$ cat src/rtl/ss_pkg.sv
// Shared types for the stack-op controller and the ss_io stack port:
// primitive ops, command ops, per-command limits and the primitive sequence table.
package ss_pkg;

  typedef enum logic [1:0] {
    SS_NOP  = 2'd0,
    SS_PUSH = 2'd1,
    SS_POP  = 2'd2
  } ss_op_e;

  typedef enum logic [2:0] {
    CMD_NOP  = 3'd0,
    CMD_PUSH = 3'd1,
    CMD_POP  = 3'd2,
    CMD_DUP  = 3'd3,
    CMD_DROP = 3'd4,
    CMD_SWAP = 3'd5,
    CMD_OVER = 3'd6,
    CMD_ROT  = 3'd7
  } cmd_e;

  typedef enum logic [1:0] {
    ST_IDLE = 2'd0,
    ST_RUN  = 2'd1,
    ST_DONE = 2'd2
  } state_e;

  typedef enum logic [2:0] {
    SRC_ZERO = 3'd0,
    SRC_V    = 3'd1,
    SRC_A    = 3'd2,
    SRC_B    = 3'd3,
    SRC_C    = 3'd4
  } src_e;

  typedef struct packed {
    ss_op_e op;
    src_e   src;
  } prim_t;

  // Indexed by cmd_e; entry 7 is ROT, entry 0 is NOP.
  localparam logic [7:0][2:0] MIN_ITEMS = {3'd3, 3'd2, 3'd2, 3'd1, 3'd1, 3'd1, 3'd0, 3'd0};
  localparam logic [7:0][2:0] SEQ_LEN   = {3'd7, 3'd1, 3'd4, 3'd1, 3'd1, 3'd1, 3'd1, 3'd0};

  function automatic logic grows(cmd_e c);
    return (c == CMD_PUSH) || (c == CMD_DUP) || (c == CMD_OVER);
  endfunction

  function automatic prim_t seq_step(cmd_e c, logic [2:0] i);
    prim_t p;
    p = '{op: SS_NOP, src: SRC_ZERO};
    case (c)
      CMD_PUSH:          p = '{op: SS_PUSH, src: SRC_V};
      CMD_POP, CMD_DROP: p = '{op: SS_POP,  src: SRC_ZERO};
      CMD_DUP:           p = '{op: SS_PUSH, src: SRC_A};
      CMD_OVER:          p = '{op: SS_PUSH, src: SRC_B};
      CMD_SWAP: begin
        case (i)
          3'd0, 3'd1: p = '{op: SS_POP,  src: SRC_ZERO};
          3'd2:       p = '{op: SS_PUSH, src: SRC_A};
          default:    p = '{op: SS_PUSH, src: SRC_B};
        endcase
      end
      CMD_ROT: begin
        // Step 2 is an idle slot so the third item is visible on tos for capture.
        case (i)
          3'd0, 3'd1, 3'd3: p = '{op: SS_POP,  src: SRC_ZERO};
          3'd2:             p = '{op: SS_NOP,  src: SRC_ZERO};
          3'd4:             p = '{op: SS_PUSH, src: SRC_B};
          3'd5:             p = '{op: SS_PUSH, src: SRC_A};
          default:          p = '{op: SS_PUSH, src: SRC_C};
        endcase
      end
      default: p = '{op: SS_NOP, src: SRC_ZERO};
    endcase
    return p;
  endfunction

endpackage

$ cat src/rtl/ss_io.sv
// Single-primitive stack port: master issues op/vi, stack presents tos and s0 (second item).
interface ss_io #(
  parameter int DSZ = 32
);
  import ss_pkg::*;

  ss_op_e         op;
  logic [DSZ-1:0] vi;
  logic [DSZ-1:0] tos;
  logic [DSZ-1:0] s0;

  modport master (output op, output vi, input tos, input s0);
  modport slave  (input op, input vi, output tos, output s0);
endinterface

$ cat src/rtl/stack_op_ctl.sv
// Stack-op controller: expands one command into a sequence of PUSH/POP primitives
// on ss_io, tracking the item count and rejecting under/overflowing commands.
module stack_op_ctl
  import ss_pkg::*;
#(
  parameter int DEPTH = 16,
  parameter int DSZ   = 32
) (
  input  logic                   clk,
  input  logic                   rst_n,
  input  logic                   cmd_valid,
  output logic                   cmd_ready,
  input  logic [2:0]             cmd_op,
  input  logic [DSZ-1:0]         cmd_v,
  output logic                   rsp_valid,
  output logic [DSZ-1:0]         rsp_v,
  output logic                   err_ovf,
  output logic                   err_unf,
  output logic [$clog2(DEPTH):0] depth,
  ss_io.master                   ss_if
);

  localparam int DW = $clog2(DEPTH) + 1;

  state_e         state;
  cmd_e           cop;
  logic [2:0]     step;
  ss_op_e         op_q;
  logic [DSZ-1:0] vi_q;
  logic [DSZ-1:0] a, b, c, v;

  cmd_e           acc_cmd;
  logic           unf, ovf;
  prim_t          first, nxt;
  logic [2:0]     last_step;

  function automatic logic [DSZ-1:0] sel_val(src_e s, logic [DSZ-1:0] pv, logic [DSZ-1:0] pa,
                                             logic [DSZ-1:0] pb, logic [DSZ-1:0] pc);
    logic [DSZ-1:0] r;
    case (s)
      SRC_V:   r = pv;
      SRC_A:   r = pa;
      SRC_B:   r = pb;
      SRC_C:   r = pc;
      default: r = '0;
    endcase
    return r;
  endfunction

  // Count follows the primitive executing this cycle, clamped to 0..DEPTH.
  function automatic logic [DW-1:0] depth_next(logic [DW-1:0] d, ss_op_e o);
    logic [DW-1:0] r;
    r = d;
    if (o == SS_PUSH && d != DW'(DEPTH)) r = d + DW'(1);
    if (o == SS_POP && d != '0)          r = d - DW'(1);
    return r;
  endfunction

  assign acc_cmd   = cmd_e'(cmd_op);
  assign unf       = depth < DW'(MIN_ITEMS[acc_cmd]);
  assign ovf       = grows(acc_cmd) && (depth == DW'(DEPTH));
  assign first     = seq_step(acc_cmd, 3'd0);
  assign nxt       = seq_step(cop, step + 3'd1);
  assign last_step = SEQ_LEN[cop] - 3'd1;

  assign ss_if.op  = op_q;
  assign ss_if.vi  = vi_q;

  always_ff @(posedge clk or negedge rst_n) begin
    if (!rst_n) begin
      state     <= ST_IDLE;
      cmd_ready <= 1'b1;
      cop       <= CMD_NOP;
      step      <= '0;
      op_q      <= SS_NOP;
      vi_q      <= '0;
      rsp_valid <= 1'b0;
      rsp_v     <= '0;
      err_ovf   <= 1'b0;
      err_unf   <= 1'b0;
      depth     <= '0;
    end else begin
      rsp_valid <= 1'b0;
      rsp_v     <= '0;
      err_ovf   <= 1'b0;
      err_unf   <= 1'b0;
      depth     <= depth_next(depth, op_q);
      case (state)
        ST_IDLE: begin
          if (cmd_valid) begin
            cop       <= acc_cmd;
            step      <= '0;
            cmd_ready <= 1'b0;
            if (unf || ovf || SEQ_LEN[acc_cmd] == 3'd0) begin
              state     <= ST_DONE;
              rsp_valid <= 1'b1;
              err_unf   <= unf;
              err_ovf   <= ovf && !unf;
            end else begin
              state <= ST_RUN;
              op_q  <= first.op;
              vi_q  <= sel_val(first.src, cmd_v, ss_if.tos, ss_if.s0, '0);
            end
          end
        end
        ST_RUN: begin
          if (step == last_step) begin
            state     <= ST_DONE;
            op_q      <= SS_NOP;
            vi_q      <= '0;
            rsp_valid <= 1'b1;
            if (cop == CMD_POP) rsp_v <= a;
          end else begin
            step <= step + 3'd1;
            op_q <= nxt.op;
            vi_q <= sel_val(nxt.src, v, a, b, c);
          end
        end
        ST_DONE: begin
          state     <= ST_IDLE;
          cmd_ready <= 1'b1;
        end
        default: begin
          state     <= ST_IDLE;
          cmd_ready <= 1'b1;
        end
      endcase
    end
  end

  always_ff @(posedge clk) begin
    if (state == ST_IDLE && cmd_valid) begin
      a <= ss_if.tos;
      b <= ss_if.s0;
      v <= cmd_v;
    end
    if (state == ST_RUN && cop == CMD_ROT && step == 3'd2) begin
      c <= ss_if.tos;
    end
  end

endmodule
$ cat src/flat_wrapper.sv
// flat-port wrapper written by rule: the top's interface ports become plain ports
module stack_op_ctl_flat import ss_pkg::*;
#(
  parameter int DEPTH = 16,
  parameter int DSZ   = 32
)
  (clk, rst_n, cmd_valid, cmd_ready, cmd_op, cmd_v, rsp_valid, rsp_v, err_ovf, err_unf, depth, ss_if_op, ss_if_vi, ss_if_tos, ss_if_s0);
  ss_io #(.DSZ(DSZ)) ss_if_i ();
  input  logic clk;
  input  logic rst_n;
  input  logic cmd_valid;
  output logic cmd_ready;
  input  logic [2:0] cmd_op;
  input  logic [DSZ-1:0] cmd_v;
  output logic rsp_valid;
  output logic [DSZ-1:0] rsp_v;
  output logic err_ovf;
  output logic err_unf;
  output logic [$clog2(DEPTH):0] depth;
  output wire logic [$bits(ss_if_i.op)-1:0] ss_if_op;
  output wire logic [$bits(ss_if_i.vi)-1:0] ss_if_vi;
  input wire logic [$bits(ss_if_i.tos)-1:0] ss_if_tos;
  input wire logic [$bits(ss_if_i.s0)-1:0] ss_if_s0;
  assign ss_if_op = ss_if_i.op;
  assign ss_if_vi = ss_if_i.vi;
  assign ss_if_i.tos = ss_if_tos;
  assign ss_if_i.s0 = ss_if_s0;
  stack_op_ctl #(.DEPTH(DEPTH), .DSZ(DSZ)) u_core (.clk(clk), .rst_n(rst_n), .cmd_valid(cmd_valid), .cmd_ready(cmd_ready), .cmd_op(cmd_op), .cmd_v(cmd_v), .rsp_valid(rsp_valid), .rsp_v(rsp_v), .err_ovf(err_ovf), .err_unf(err_unf), .depth(depth), .ss_if(ss_if_i));
endmodule
$ cat config.mk
export PLATFORM = sky130hd
export DESIGN_NAME = stack_op_ctl_flat
export DESIGN_NICKNAME = d
export VERILOG_FILES = /design/src/rtl/ss_pkg.sv /design/src/rtl/ss_io.sv /design/src/rtl/stack_op_ctl.sv /design/src/flat_wrapper.sv
export SDC_FILE = /design/constraint.sdc
export NUM_CORES = 1
export LEC_CHECK = 0
export ABC_CLOCK_PERIOD_IN_PS = 5500
export BUFFER_PORTS_ARGS = -buffer_cell sky130_fd_sc_hd__buf_2
export CAP_MARGIN = 40
export CORE_ASPECT_RATIO = 2
export CORE_MARGIN = 2
export CORE_UTILIZATION = 55
export DETAILED_ROUTE_END_ITERATION = 10
export PLACE_DENSITY = 0.89
export SYNTH_ARGS = -nofsm -noshare
export SYNTH_HDL_FRONTEND = slang
export SYNTH_SLANG_ARGS = --single-unit
$ cat constraint.sdc
create_clock -name clk -period 5.5 [get_ports clk]
set_input_delay 1.1 -clock clk [delete_from_list [all_inputs] [get_ports clk]]
set_output_delay 1.1 -clock clk [all_outputs]
set_load 0.03 [all_outputs]
Word level (Yosys, flattened, before mapping)
Memory sizes are Yosys's and may differ from the RTL's.
Index checks and enable logic that the tools add are counted.
Widths: inputs -> output; s select.
{"block": "totals", "latchBits": 0, "ram_bits": 0, "ff_bits": 211, "n_memories": 3, "mem_bits_ro": 72}
{"block": "classes", "n_bitwise": 1, "addsub": 4, "n_eq_ne": 37, "div": 0, "n_mux": 41, "order_cmp": 3, "reduce_logical": 27, "n_shift": 0, "mul": 0}
{"memory": "(no name shown)", "depth": 8, "word_bits": 3, "rd": 1, "rd_clocked_by_memory_dff": 0, "write_ports": 0, "line": "stack_op_ctl.sv:60", "text": "assign unf = depth < DW'(MIN_ITEMS[acc_cmd]);"}
{"memory": "(no name shown)", "depth": 8, "word_bits": 3, "rd": 1, "rd_clocked_by_memory_dff": 0, "write_ports": 0, "line": "stack_op_ctl.sv:64", "text": "assign last_step = SEQ_LEN[cop] - 3'd1;"}
{"memory": "(no name shown)", "depth": 8, "word_bits": 3, "rd": 1, "rd_clocked_by_memory_dff": 0, "write_ports": 0, "line": "stack_op_ctl.sv:94", "text": "if (unf || ovf || SEQ_LEN[acc_cmd] == 3'd0) begin"}
{"operator": "$mux 32", "count": 6}
{"operator": "$pmux 32 s4", "count": 1}
{"operator": "$pmux 32 s3", "count": 1}
{"operator": "$pmux 32 s2", "count": 1}
{"operator": "$pmux 5 s4", "count": 2}
{"operator": "$eq 3x2->1 const B", "count": 11}
{"operator": "$eq 3x3->1 const B", "count": 11}
{"operator": "$pmux 5 s6", "count": 1}
{"operator": "$eq 3x1->1 const B", "count": 5}
{"operator": "$mux 3", "count": 5}
{"operator": "$mux 2", "count": 6}
{"operator": "$mux 1", "count": 10}
{"operator": "$mux 5", "count": 2}
{"operator": "$pmux 5 s2", "count": 1}
{"operator": "$lt 3x4->1 const B", "count": 2}
{"operator": "$pmux 2 s2", "count": 2}
{"operator": "$logic_and 1x1->1", "count": 7}
{"operator": "$logic_not 3->1", "count": 2}
{"operator": "$ne 2x2->1 const B", "count": 3}
{"operator": "$pmux 3 s2", "count": 1}
{"operator": "$reduce_and 2->1", "count": 3}
{"operator": "$reduce_and 3->1", "count": 2}
{"operator": "$add 5x1->5 const B", "count": 1}
{"operator": "$eq 5x5->1 const B", "count": 1}
{"operator": "other kinds (19)", "count": 26}

Depth between registers and ports, before layout
Gate-level depths: netlist of the first run.
{"block": "logic_depth", "depth_word": 9, "mapped_depth": 11, "mapped_depth_nobuf": 9}

Worst setup path after synthesis of the first run
OpenSTA, ideal clock, no wires.
{"block": "synth_timing", "path_kind": "in2reg", "startpoint": "input port cmd_valid", "endpoint": "register u_core.vi_q[25] (netlist: u_core.ss_if.vi[25])", "path_slack_ns": 0.592, "arrival_ns": 4.782, "required_time_ns": 5.374, "path_stages": 7, "setup_time_ns": 0.126, "cell_sequence": "nand2_1 clkinv_1 a31oi_1 buf_4 buf_2 nor3_1 a221o_1"}
{"block": "synth_via", "elab_chain_cells": 2}
{"item": "start: declaration", "line": "flat_wrapper.sv:11", "text": "input logic cmd_valid;"}
{"item": "$ne 2x2->1 (no line)"}
{"item": "$reduce_and 3->1 (no line)"}
{"item": "end signal: assignment", "line": "stack_op_ctl.sv:102", "text": "vi_q <= sel_val(first.src, cmd_v, ss_if.tos, ss_if.s0, '0);"}
{"item": "end signal: assignment", "line": "stack_op_ctl.sv:116", "text": "vi_q <= sel_val(nxt.src, v, a, b, c);"}
{"item": "end: declaration", "line": "stack_op_ctl.sv:29", "text": "logic [DSZ-1:0] vi_q;"}
Every way passes these cells.
A chain may end at the register's enable or synchronous reset.

Final worst setup path of the first run
{"block": "layout_timing", "startpoint": "register u_core.cop[2]", "endpoint": "register u_core.rsp_v[31]"}
{"block": "layout_via", "elab_chain_cells": 6}
{"item": "start: declaration", "line": "stack_op_ctl.sv:26", "text": "cmd_e cop;"}
{"item": "start signal: assignment", "line": "stack_op_ctl.sv:91", "text": "cop <= acc_cmd;"}
{"item": "$mem_v2 8x3"}
{"item": "$mux 3 (not written as such)", "line": "stack_op_ctl.sv:64"}
{"item": "$sub 3x1->3", "line": "stack_op_ctl.sv:64"}
{"item": "$eq 3x3->1", "line": "stack_op_ctl.sv:107", "text": "if (step == last_step) begin"}
{"item": "$mux 32 *", "line": "stack_op_ctl.sv:107"}
{"item": "$mux 32 *", "line": "stack_op_ctl.sv:88", "text": "case (state)"}
{"item": "end signal: assignment", "line": "stack_op_ctl.sv:78", "text": "rsp_v <= '0;"}
{"item": "end signal: assignment", "line": "stack_op_ctl.sv:84", "text": "rsp_v <= '0;"}
{"item": "end signal: assignment", "line": "stack_op_ctl.sv:112", "text": "if (cop == CMD_POP) rsp_v <= a;"}
{"item": "end: declaration", "line": "stack_op_ctl.sv:16", "text": "output logic [DSZ-1:0] rsp_v,"}
Every way passes the cells marked *; elsewhere a longest branch is shown, timed or not. The select of a mux whose other input is x is not followed.

==> summary.md, run 1 <==
| Metric | Value |
|---|---|
| Sequential group share of total power | `0.391` |
| Clock Tree Root | `sky130_fd_sc_hd__clkbuf_16` |
| First-pass GRT wire length | `between 30000 and 40000 µm` |
| Total half-perimeter wirelength after legalization and detailed placement | `15200 µm` |
| Kind of launch point of the worst setup path | `register` |
| CTS tree | `done` |
| Starting utilization of the core area | `0.559` |
| Core area | `roughly 16000 µm²` |
| Kind of cell with the highest combined delay on the critical path | `simple AND/OR/NAND/NOR gates` |
| Via density | `roughly 6.4` |
| Number of DRC violations after detailed-routing iteration 0 | `667` |
| Launching element of the worst setup path | `u_core.cop[2]` |
| Maximum fanout encountered on the critical timing path | `20` |
| Final count of negative-setup-slack endpoints | `0` |
| Post-synth net total | `roughly 800` |
| Power Dens Cells | `around 540 nW/µm²` |
| CTS max path bufs | `3` |
| Routed Wire Length | `around 24000 µm` |
| Crit share post-route | `0.648` |
| Die H | `roughly 180 µm` |
| Final hold violation count | `0` |
| Delay of the slowest cell on the worst path | `~0.75 ns` |
| Leading post-synthesis cells by cell area | `sky130_fd_sc_hd__edfxtp_1, sky130_fd_sc_hd__dfrtp_1, sky130_fd_sc_hd__a221o_1` |
| Row count | `66` |
| Synth top area share | `0.427` |
| Top Ports | `around 180` |
| Synth Instances | `~680` |
| Number of synthesized register bits | `~210` |
| CTS Buf Count | `19` |
| TritonRoute pass-1 iters | `7` |
| Final standard cell area without fillers | `10800 µm²` |
| GP Congestion | `between 0.9 and 1` |
| Die Outline Area | `about 17000 µm²` |
| Peak Freq | `around 280 MHz` |
| Latest clock arrival within the worst-skew pair | `0.50 ns` |
| Number of cells upsized or downsized after cts | `0` |
| Most used flip-flop cell after synthesis | `sky130_fd_sc_hd__edfxtp_1` |
| Growth of design area from synthesis to finish | `19.8%` |
| Ordered cell list for the critical path | `or2_1, a21oi_1, ha_1, xnor2_1, a211o_1, a221oi_2, nand2_1, nor3_2, buf_4, and2_1` |
| Sw frac | `0.391` |
| Fraction of power consumed by the clock network | `0.230` |
| Transition at the pin with the smallest max-transition slack | `0.957 ns` |
| Setup Crit Path Kind | `reg -> reg` |
| Minimum setup slack among reg-to-reg paths | `between 1.5 and 2 ns` |
| Horizontal die dimension | `approximately 94 µm` |
| Maximum number of pins on one net before global-route repair | `between 60 and 70` |
| CTS clock-pin slew for the worst setup and hold paths | `~0.070 ns` |
| Syn. warnings | `0` |
| GRT Resource Usage Total | `0.279` |
| Share of cells above drive strength 1 | `0.273` |
| Post-synth top area cell | `sky130_fd_sc_hd__edfxtp_1` |
| Detail-routed net length per standard cell | `around 23 µm` |
| Cell leakage power | `around 4.5 nW` |
| Cell count of the worst reg-to-reg path | `10` |
| Total negative slack | `0 ns` |
| Initial antenna violation count | `3` |
| Final #Nets | `just under 1000` |
| Worst flop-to-flop path startpoint | `u_core.cop[2]` |
| Number of hold-repair buffers added at the cts stage | `0` |
| Slowest library cell on the worst path | `sky130_fd_sc_hd__nor3_2` |
| Switching power | `roughly 2.3 mW` |
| Critical path endpoint category | `register` |
| Detail Route Antenna Nets | `0` |
| Number of buffers inserted by port buffering | `176` |
| Total grt overflow | `0` |
| CP bufs+invs | `1` |
| Distinct cells, synth | `approximately 60` |
| Worst R2R End | `u_core.rsp_v[31]` |
| Number of clock sinks | `around 210` |
| Post-synthesis cell area | `8990 µm²` |
| Max-Slew Margin vs Limit | `0.358` |
| Vias | `~6800` |
| Worst Path Required | `~5.9 ns` |
| Unrepaired setup endpoints after global routing | `no` |
| Number of global-route vias before repair | `around 7100` |
| Internal Dissipation | `between 3 and 4 mW` |
| Post-route DRC | `0` |
| Clock Skews | `about 0.013 ns` |
| Final Critical Period | `about 3.6 ns` |
| H-tree depth | `1` |
| Result of the run | `finished clean` |
| Placed Area | `10100 µm²` |
| Stages on the worst setup path | `10` |
| Worst min path class | `reg -> reg` |
| Capturing instance or port of the critical path | `u_core.rsp_v[31]` |
| Asr flop ratio synth | `0.393` |
| Number of max-cap violations | `0` |
| Final slew viol count | `0` |
| Share of the yosys chip area belonging to registers | `0.658` |
| # Post-CTS Setup Buffers | `0` |
| Mean area per synthesized cell | `approximately 13 µm²` |
| Commonest cells post-synth | `sky130_fd_sc_hd__edfxtp_1, sky130_fd_sc_hd__dfrtp_1, sky130_fd_sc_hd__inv_1` |
| Worst-case vdd ir drop | `between 400 and 500 µV` |
| Logic pwr share | `0.379` |
| Number of synthesized flops with an enable pin | `128` |
| Count leader, synth | `sky130_fd_sc_hd__edfxtp_1` |
| Data arrival time at the worst-slack endpoint | `around 4 ns` |
metal layers:
metal,up-vias,part of all wire,global-route usage
li1,2977,-,-
met2,510,0.50,0.471
met3,61,0.12,0.0553
met1,3280,0.35,0.354
met5,-,0,0
met4,0,0.032,0.108
kinds of logic after synthesis:
family | synth area share
xor gates and xnor gates | 0.00487
muxes | 0.00362
and+or+nand+nor | 0.0965
adders and majority gates | 0.0273
AOI/OAI and AO/OA | 0.165
DFF | 0.658
buffers and inverters | 0.0445
worst min-delay path by stage:
stage	endpoint	depth (start not counted)	startpoint	slack, ns
2_1_floorplan	u_core.rsp_v[10]	1	u_core.a[10]	0.46
3_3_place_gp	u_core.rsp_v[6]	1	u_core.a[6]	0.46
5_1_grt	u_core.rsp_v[24]	1	u_core.a[24]	0.50
4_1_cts	u_core.rsp_v[14]	1	u_core.a[14]	0.48
3_5_place_dp	u_core.rsp_v[24]	1	u_core.a[24]	0.47
6_report	u_core.rsp_v[14]	1	u_core.a[14]	0.48
state kept, by name, summed over array words and instances, names as in the netlist:
| signal | count |
|---|---|
| u_core.ss_if.op | 2 |
| u_core.c | 32 |
| u_core.a | 32 |
| u_core.depth | 5 |
| u_core.rsp_valid | 1 |
| u_core.cmd_ready | 1 |
| u_core.err_unf | 1 |
| u_core.rsp_v | 32 |
| u_core.cop | 3 |
| u_core.state | 2 |
| u_core.err_ovf | 1 |
| u_core.step | 3 |
| u_core.v | 32 |
| u_core.b | 32 |
| u_core.ss_if.vi | 32 |
through the flow:
step / util / power [mW] / hold slack [ns] / setup slack, ns / std cells
6_report: 0.669 / 5.85 / 0.479 / 1.94 / 1063
5_1_grt: 0.669 / 6.14 / 0.500 / 1.72 / 1063
4_1_cts: 0.669 / 5.84 / 0.480 / 2.02 / 1060
3_5_place_dp: 0.630 / 4.49 / 0.467 / 1.76 / 1026
3_3_place_gp: 0.627 / 4.39 / 0.463 / 1.95 / 1024
2_1_floorplan: - / 3.84 / 0.455 / 0.592 / 676
final cells by class:
type	instances	area, µm²
antenna	3	7.51
clock buffer	23	490
sequential	211	5920
clock inverter	11	133
fill	1137	5330
inverter	51	194
tap	204	255
timing repair buffer	192	1030
multi-input combinational	368	2740
power groups by stage:
stage               clock network (mW)  registers, mW  logic (mW)
finish                            1.35           2.29        2.22
global route                      1.43           2.32        2.39
CTS                               1.36           2.28        2.20
detailed placement                   0           2.30        2.19
global placement                     0           2.29        2.10
floorplan                            0           2.56        1.28
cell usage in the layout, fill, tap and decap left out, drive strengths merged, types with 4 or more instances in the layout:
cell / Yosys / routed
inv: 50 / 52
nor2: 11 / 11
a22oi: 17 / 17
o21ai: 15 / 15
nand2: 33 / 33
and2: 35 / 35
a32oi: 16 / 16
nand3: 21 / 21
a222oi: 32 / 32
nor3: 37 / 37
buf: 18 / 192
a221o: 32 / 32
dfrtp: 82 / 82
clkbuf: 28 / 23
nor4: 4 / 4
clkinv: 1 / 7
ha: 18 / 18
o211ai: 33 / 33
edfxtp: 128 / 128
nand2b: 9 / 9
a21oi: 11 / 11
No activity file was read; power rests on OpenSTA's default activity.
==> run 2, diff against run 1 <==
Settings changed: ABC_CLOCK_PERIOD_IN_PS 5500 to 3400.
Clock period 5.5 ns to 3.4 ns, I/O delays scaled along.
==> run 2 against run 1 <==
Against the previous run:
- cell area is 1.3% higher
- largest power group is now combinational logic
- clock skew is 0.0039 ns higher
- largest cell class unchanged
- clock power is 67% higher
- highest routed layer unchanged
- core utilization is 0.84 points higher
==> summary.md, run 2 (same netlist as run 1, synthesis figures left out) <==
| Metric | Value |
|---|---|
| Number of global-route vias before repair | `7061 (-0.042%)` |
| Final count of negative-setup-slack endpoints | `0 (unchanged)` |
| Most common cell after layout, fill and taps aside | `sky130_fd_sc_hd__buf_2` |
| Final slew viol count | `0 (unchanged)` |
| Total negative slack | `0 ns (unchanged)` |
| Maximum fanout encountered on the critical timing path | `32 (+60%)` |
| Antenna cell count | `0 (-3)` |
| Clock Tree Root | `sky130_fd_sc_hd__clkbuf_16` |
| Clock Skews | `0.0171 ns (+0.00386 ns)` |
| Number of max-cap violations | `0 (unchanged)` |
| Top Ports | `177 (unchanged)` |
| Maximum number of pins on one net before global-route repair | `105 (+57%)` |
| CTS clock-pin slew for the worst setup and hold paths | `0.07 ns (about the same)` |
| Kind of launch point of the worst setup path | `register` |
| Transition at the pin with the smallest max-transition slack | `0.612 ns (-0.345 ns)` |
| GP Congestion | `0.872 (-3.3%)` |
| Final Critical Period | `3.19 ns (-0.370 ns)` |
| TritonRoute pass-1 iters | `7 (unchanged)` |
| Worst min path class | `in -> async` |
| Core area | `16100 µm² (unchanged)` |
| Power Dens Cells | `894 nW/µm² (+64%)` |
| Latest clock arrival within the worst-skew pair | `0.50 ns (about the same)` |
| Die H | `185 µm (unchanged)` |
| Peak Freq | `313 MHz (+12%)` |
| Horizontal die dimension | `94.4 µm (unchanged)` |
| Result of the run | `finished clean` |
| First-pass GRT wire length | `36900 µm (-0.52%)` |
| Detail-routed net length per standard cell | `22.7 µm (about the same)` |
| Setup Crit Path Kind | `reg -> reg` |
| Worst Path Required | `3.77 ns (-2.15 ns)` |
| Die Outline Area | `17500 µm² (unchanged)` |
| Max-Slew Margin vs Limit | `0.590 (+0.232)` |
| Commonest non-fill, non-tap cells in the layout | `sky130_fd_sc_hd__buf_2, sky130_fd_sc_hd__edfxtp_1, sky130_fd_sc_hd__dfrtp_1` |
| Final #Nets | `971 (+0.73%)` |
| Vias | `6892 (+0.94%)` |
| Via density | `6.46 (+0.56%)` |
| Worst flop-to-flop path startpoint | `u_core.cop[2]` |
| Filler Cells Inserted | `1120 (-1.5%)` |
| Worst Setup Slack, final | `0.208 ns (-1.73 ns)` |
| Cell leakage power | `4.61 nW (+1.5%)` |
| Total grt overflow | `0 (unchanged)` |
| Detail Route Antenna Nets | `0 (unchanged)` |
| Routed Wire Length | `24200 µm (+0.35%)` |
| Number of DRC violations after detailed-routing iteration 0 | `907 (+36%)` |
| Number of clock sinks | `211 (unchanged)` |
| CTS Buf Count | `19 (unchanged)` |
| Unrepaired setup endpoints after global routing | `no` |
| Row count | `66 (unchanged)` |
| Final hold violation count | `0 (unchanged)` |
| Total half-perimeter wirelength after legalization and detailed placement | `14900 µm (-1.8%)` |
| Data arrival time at the worst-slack endpoint | `3.56 ns (-0.42 ns)` |
| Final-layout worst hold slack | `0.0414 ns (-0.437 ns)` |
| Crit share post-route | `0.939 (+0.291)` |
| Post-route DRC | `0 (unchanged)` |
| CTS max path bufs | `3 (unchanged)` |
| Initial antenna violation count | `0 (-3)` |
| Launching element of the worst setup path | `u_core.cop[2]` |
| Number of cells upsized or downsized after cts | `0 (unchanged)` |
| Placement-stage worst setup slack | `0.290 ns (-1.47 ns)` |
| GRT Resource Usage Total | `0.274 (-0.00453)` |
| H-tree depth | `1 (unchanged)` |
| Worst-case vdd ir drop | `678 µV (+51%)` |
| Starting utilization of the core area | `0.559 (unchanged)` |
| Growth of design area from synthesis to finish | `21.3%` |
| Number of buffers inserted by port buffering | `176 (unchanged)` |
| Critical path endpoint category | `register` |
| Final core utilization | `0.677 (+0.00839)` |
| Share of cells above drive strength 1 | `0.283 (+0.00937)` |
| CTS tree | `done` |
## run 2: final cells by class
class | count | area, µm² | area share
Multi-Input combinational cell | 368 | 2750 | 0.252
Clock buffer | 25 | 528 | 0.0484
Timing Repair Buffer | 199 | 1130 | 0.104
Sequential cell | 211 | 5920 | 0.543
Inverter | 51 | 194 | 0.0178
Tap cell | 204 | 255 | 0.0234
Clock inverter | 9 | 125 | 0.0115
## run 2: metal layers
layer	wire, µm	vias to the layer above	track usage
li1	-	2984	-
met1	8400	3307	0.353
met2	12300	534	0.455
met3	2960	67	0.0578
met4	621	0	0.106
met5	0	-	0
## run 2: final timing paths
check / end / slack (ns) / cells after the start
max: u_core.ss_if.vi[5] / 0.21 / 10
min: u_core.err_ovf / 0.04 / 1
max reg2reg: u_core.ss_if.vi[5] / 0.21 / 10
min reg2reg: u_core.rsp_v[4] / 0.49 / 1
max in group asynchronous: u_core.cmd_ready / 2.70 / 2
min in group clk: u_core.b[14] / 0.37 / 1
## run 2: report_power, final
part           switching [mW]  leakage [nW]  internal [mW]
clock network           0.917         0.322           1.33
registers               0.394          2.31           3.33
logic                    2.45          1.97           1.33
## run 2: per-stage QoR
stage / cell area, µm² / cells / power [mW]
after floorplan: 9000 / 676 / 6.20
after global placement: 10200 / 1031 / 7.27
after detailed placement: 10200 / 1031 / 7.42
after CTS: 10900 / 1065 / 9.68
after global routing: 10900 / 1067 / 10.2
final: 10900 / 1067 / 9.75
## run 2: worst max-delay path, cell delays in order (launching register included)
cell,delay [ns]
sky130_fd_sc_hd__dfrtp_1,0.57
sky130_fd_sc_hd__or2_1,0.38
sky130_fd_sc_hd__a21oi_1,0.29
sky130_fd_sc_hd__ha_1,0.21
sky130_fd_sc_hd__xnor2_1,0.08
sky130_fd_sc_hd__a211o_1,0.24
sky130_fd_sc_hd__a221oi_2,0.28
sky130_fd_sc_hd__nand2b_1,0.26
sky130_fd_sc_hd__nor3b_4,0.06
sky130_fd_sc_hd__buf_4,0.29
sky130_fd_sc_hd__a221o_1,0.38
## run 2: timing repair
action,in CTS,in global routing
hold buffers,0,0
endpoints found under the setup margin,0,10
setup buffers,0,2
==> run 3, diff against run 2 <==
Settings changed: ABC_AREA from default to 1, CORE_UTILIZATION 55 to 56.
==> run 3 against run 2 <==
Against the previous run:
- sequential power fell by 1%
- critical path type unchanged
- largest power group unchanged
- count of clock-buffer cells in the layout unchanged
- area after synthesis grew 7.2%
- first-iteration DRC count grew 19%
==> summary.md, run 3 <==
| Metric | Value |
|---|---|
| Result of the run | `finished clean` |
| Count leader, synth | `sky130_fd_sc_hd__nand3_1` |
| Clock Tree Root | `sky130_fd_sc_hd__clkbuf_16` |
| Number of clock sinks | `211 (unchanged)` |
| Power Dens Cells | `906 nW/µm² (+1.4%)` |
| Slowest library cell on the worst path | `sky130_fd_sc_hd__dfrtp_1` |
| Share of cells above drive strength 1 | `0.222 (-0.0606)` |
| Cell count of the worst reg-to-reg path | `13 (+3)` |
| Most used flip-flop cell after synthesis | `sky130_fd_sc_hd__edfxtp_1` |
| TritonRoute pass-1 iters | `6 (-1)` |
| Mean area per synthesized cell | `10.2 µm² (-23%)` |
| Synth Instances | `945 (+40%)` |
| Commonest non-fill, non-tap cells in the layout | `sky130_fd_sc_hd__nand3_1, sky130_fd_sc_hd__buf_2, sky130_fd_sc_hd__nand2_1` |
| Syn. warnings | `0 (unchanged)` |
| Horizontal die dimension | `96.8 µm (+2.5%)` |
| Share of the yosys chip area belonging to registers | `0.614 (-0.0442)` |
| First-pass GRT wire length | `44600 µm (+21%)` |
| Unrepaired setup endpoints after global routing | `no` |
| Count of placed standard cells in the final layout, fillers left out | `1321 (+24%)` |
| Critical path endpoint category | `register` |
| Growth of design area from synthesis to finish | `18.1%` |
| Number of DRC violations after detailed-routing iteration 0 | `1081 (+19%)` |
| GP Congestion | `0.961 (+10%)` |
| CTS tree | `done` |
| Max-Slew Margin vs Limit | `0.388 (-0.202)` |
| CTS Buf Count | `19 (unchanged)` |
| Number of buffers inserted by port buffering | `176 (unchanged)` |
| Clock Skews | `0.0263 ns (+0.00918 ns)` |
| Peak Freq | `336 MHz (+7.4%)` |
| Vias | `8507 (+23%)` |
| Crit share post-route | `0.874 (-0.0647)` |
| Post-synthesis cell area | `9640 µm² (+7.2%)` |
| Most used routing layer | `met2` |
| Detail-routed net length per standard cell | `22.0 µm (-3.0%)` |
| Stages on the worst setup path | `13 (+3)` |
| Number of synthesized flops with an enable pin | `128 (unchanged)` |
| # placed instances | `1285 (+25%)` |
| Initial antenna violation count | `2 (+2)` |
| # Post-CTS Setup Buffers | `0 (unchanged)` |
| H-tree depth | `1 (unchanged)` |
| CTS clock-pin slew for the worst setup and hold paths | `0.07 ns (about the same)` |
| Worst Path Required | `3.80 ns (+0.03 ns)` |
| Core area | `16800 µm² (+4.6%)` |
| Ordered cell list for the critical path | `ha_1, ha_1, inv_1, nand2_1, nand2_1, nand2_1, nand2_1, nor2_4, nand3_1, a21oi_4, buf_12, o21ai_1, a21oi_1` |
| Data arrival time at the worst-slack endpoint | `3.37 ns (-0.19 ns)` |
| GRT Resource Usage Total | `0.308 (+0.0336)` |
| Post-synth top area cell | `sky130_fd_sc_hd__edfxtp_1` |
| Commonest cells post-synth | `sky130_fd_sc_hd__nand3_1, sky130_fd_sc_hd__nand2_1, sky130_fd_sc_hd__edfxtp_1` |
| Leading post-synthesis cells by cell area | `sky130_fd_sc_hd__edfxtp_1, sky130_fd_sc_hd__dfrtp_1, sky130_fd_sc_hd__nand3_1` |
| CP dominant cell by count | `sky130_fd_sc_hd__nand2_1` |
| Top Ports | `177 (unchanged)` |
| Number of global-route vias before repair | `8803 (+25%)` |
| Row count | `67 (+1.5%)` |
| Total grt overflow | `0 (unchanged)` |
| Met3 Track Usage GR | `0.0481 (-0.00964)` |
| Post-route DRC | `0 (unchanged)` |
| Global routing usage on met2 | `0.536 (+0.0809)` |
| Number of cells upsized or downsized after cts | `0 (unchanged)` |
| Worst-case vdd ir drop | `583 µV (-14%)` |
| CTS max path bufs | `3 (unchanged)` |
| Final count of negative-setup-slack endpoints | `0 (unchanged)` |
| Number of max-cap violations | `0 (unchanged)` |
| Die Outline Area | `18300 µm² (+5.1%)` |
| Post-synth net total | `1066 (+34%)` |
| Routed Wire Length | `29100 µm (+20%)` |
| Total half-perimeter wirelength after legalization and detailed placement | `18300 µm (+22%)` |
| Number of hold-repair buffers added at the cts stage | `0 (unchanged)` |
| Starting utilization of the core area | `0.572 (+0.0136)` |
| Maximum number of pins on one net before global-route repair | `98 (-6.7%)` |
| Latest clock arrival within the worst-skew pair | `0.50 ns (about the same)` |
| Final-layout worst hold slack | `0.179 ns (+0.137 ns)` |
| Final slew viol count | `0 (unchanged)` |
| Transition at the pin with the smallest max-transition slack | `0.915 ns (+0.303 ns)` |
| CP bufs+invs | `2 (+1)` |
| Kind of cell with the highest combined delay on the critical path | `simple AND/OR/NAND/NOR gates` |
| Delay of the slowest cell on the worst path | `0.44 ns (-0.13 ns)` |
| Kind of launch point of the worst setup path | `register` |
| Setup Crit Path Kind | `reg -> reg` |
| Worst min path class | `in -> async` |
| Asr flop ratio synth | `0.393 (unchanged)` |
| Total negative slack | `0 ns (unchanged)` |
| Detail Route Antenna Nets | `0 (unchanged)` |
| Global Route met1 Usage | `0.348 (-0.00584)` |
| Synth top area share | `0.399 (-0.0287)` |
| Via density | `6.44 (-0.30%)` |
| Number of synthesized register bits | `211 (unchanged)` |
| Distinct cells, synth | `31 (-47%)` |
| Final Critical Period | `2.97 ns (-0.220 ns)` |
| Final #Nets | `1220 (+26%)` |
| Final hold violation count | `0 (unchanged)` |
| Cell leakage power | `5.03 nW (+9.3%)` |
| Maximum fanout encountered on the critical timing path | `24 (-25%)` |
| Die H | `190 µm (+2.6%)` |
## run 3: changes by cell type in the layout (fill, tap and decap cells not counted), moves of 33 or more
cell,previous run,this run
sky130_fd_sc_hd__nand3_1,21,175
sky130_fd_sc_hd__nand2_1,33,148
sky130_fd_sc_hd__nand4_1,1,68
sky130_fd_sc_hd__nor2_1,11,47
sky130_fd_sc_hd__and2_1,35,0
sky130_fd_sc_hd__o21ai_0,14,48
sky130_fd_sc_hd__nor3_1,35,2
sky130_fd_sc_hd__o211ai_1,33,0
## run 3: cells by family (layout without fill, tap and decap cells)
family                     count (synthesis)  in the layout  share of synthesized area
and+or+nand+nor                          484            484                      0.244
DFF                                      211            211                      0.614
AOI/OAI and AO/OA                        123            123                     0.0654
buffers and inverters                    101            268                     0.0446
adders and majority gates                 19             19                     0.0254
xor gates and xnor gates                   7              7                    0.00636
other                                      0              2                          0
## run 3: metal layers
metal  vias up  share of wire
met5         -              0
met4         0          0.063
met3       173           0.10
met2       661           0.52
met1      3985           0.31
li1       3688              -
## run 3: stage by stage
step           area, µm²  power (mW)   util  setup slack (ns)
4_1_cts            11400        10.2  0.675             0.486
6_report           11400        10.3  0.676             0.428
2_1_floorplan       9640        6.68      -             0.269
3_3_place_gp       10800        7.98  0.640             0.626
5_1_grt            11400        10.8  0.676             0.238
3_5_place_dp       10800        8.14  0.640             0.508
## run 3: worst paths after layout
kind                                  start                  end  slack, ns
max in group asynchronous             rst_n     u_core.rsp_v[22]       2.55
min in group clk               ss_if_s0[15]         u_core.b[15]       0.37
hold / removal                        rst_n     u_core.rsp_v[26]       0.18
hold reg to reg            u_core.cmd_ready     u_core.cmd_ready       0.49
setup reg to reg             u_core.step[1]  u_core.ss_if.vi[29]       0.43
setup / recovery             u_core.step[1]  u_core.ss_if.vi[29]       0.43
## run 3: where the power goes
| group | internal (mW) | switching, mW |
|---|---|---|
| clock | 1.15 | 0.950 |
| combinational | 1.22 | 3.32 |
| sequential | 3.34 | 0.344 |
| total | 5.71 | 4.61 |
## run 3: area by class of cell
class / count / area [µm²]
Timing Repair Buffer: 201 / 1120
Tap cell: 207 / 259
Sequential cell: 211 / 5920
Inverter: 33 / 128
Clock buffer: 25 / 508
Fill cell: 1248 / 5470
Antenna cell: 2 / 5.00
Multi-Input combinational cell: 633 / 3350
Clock inverter: 9 / 90.1
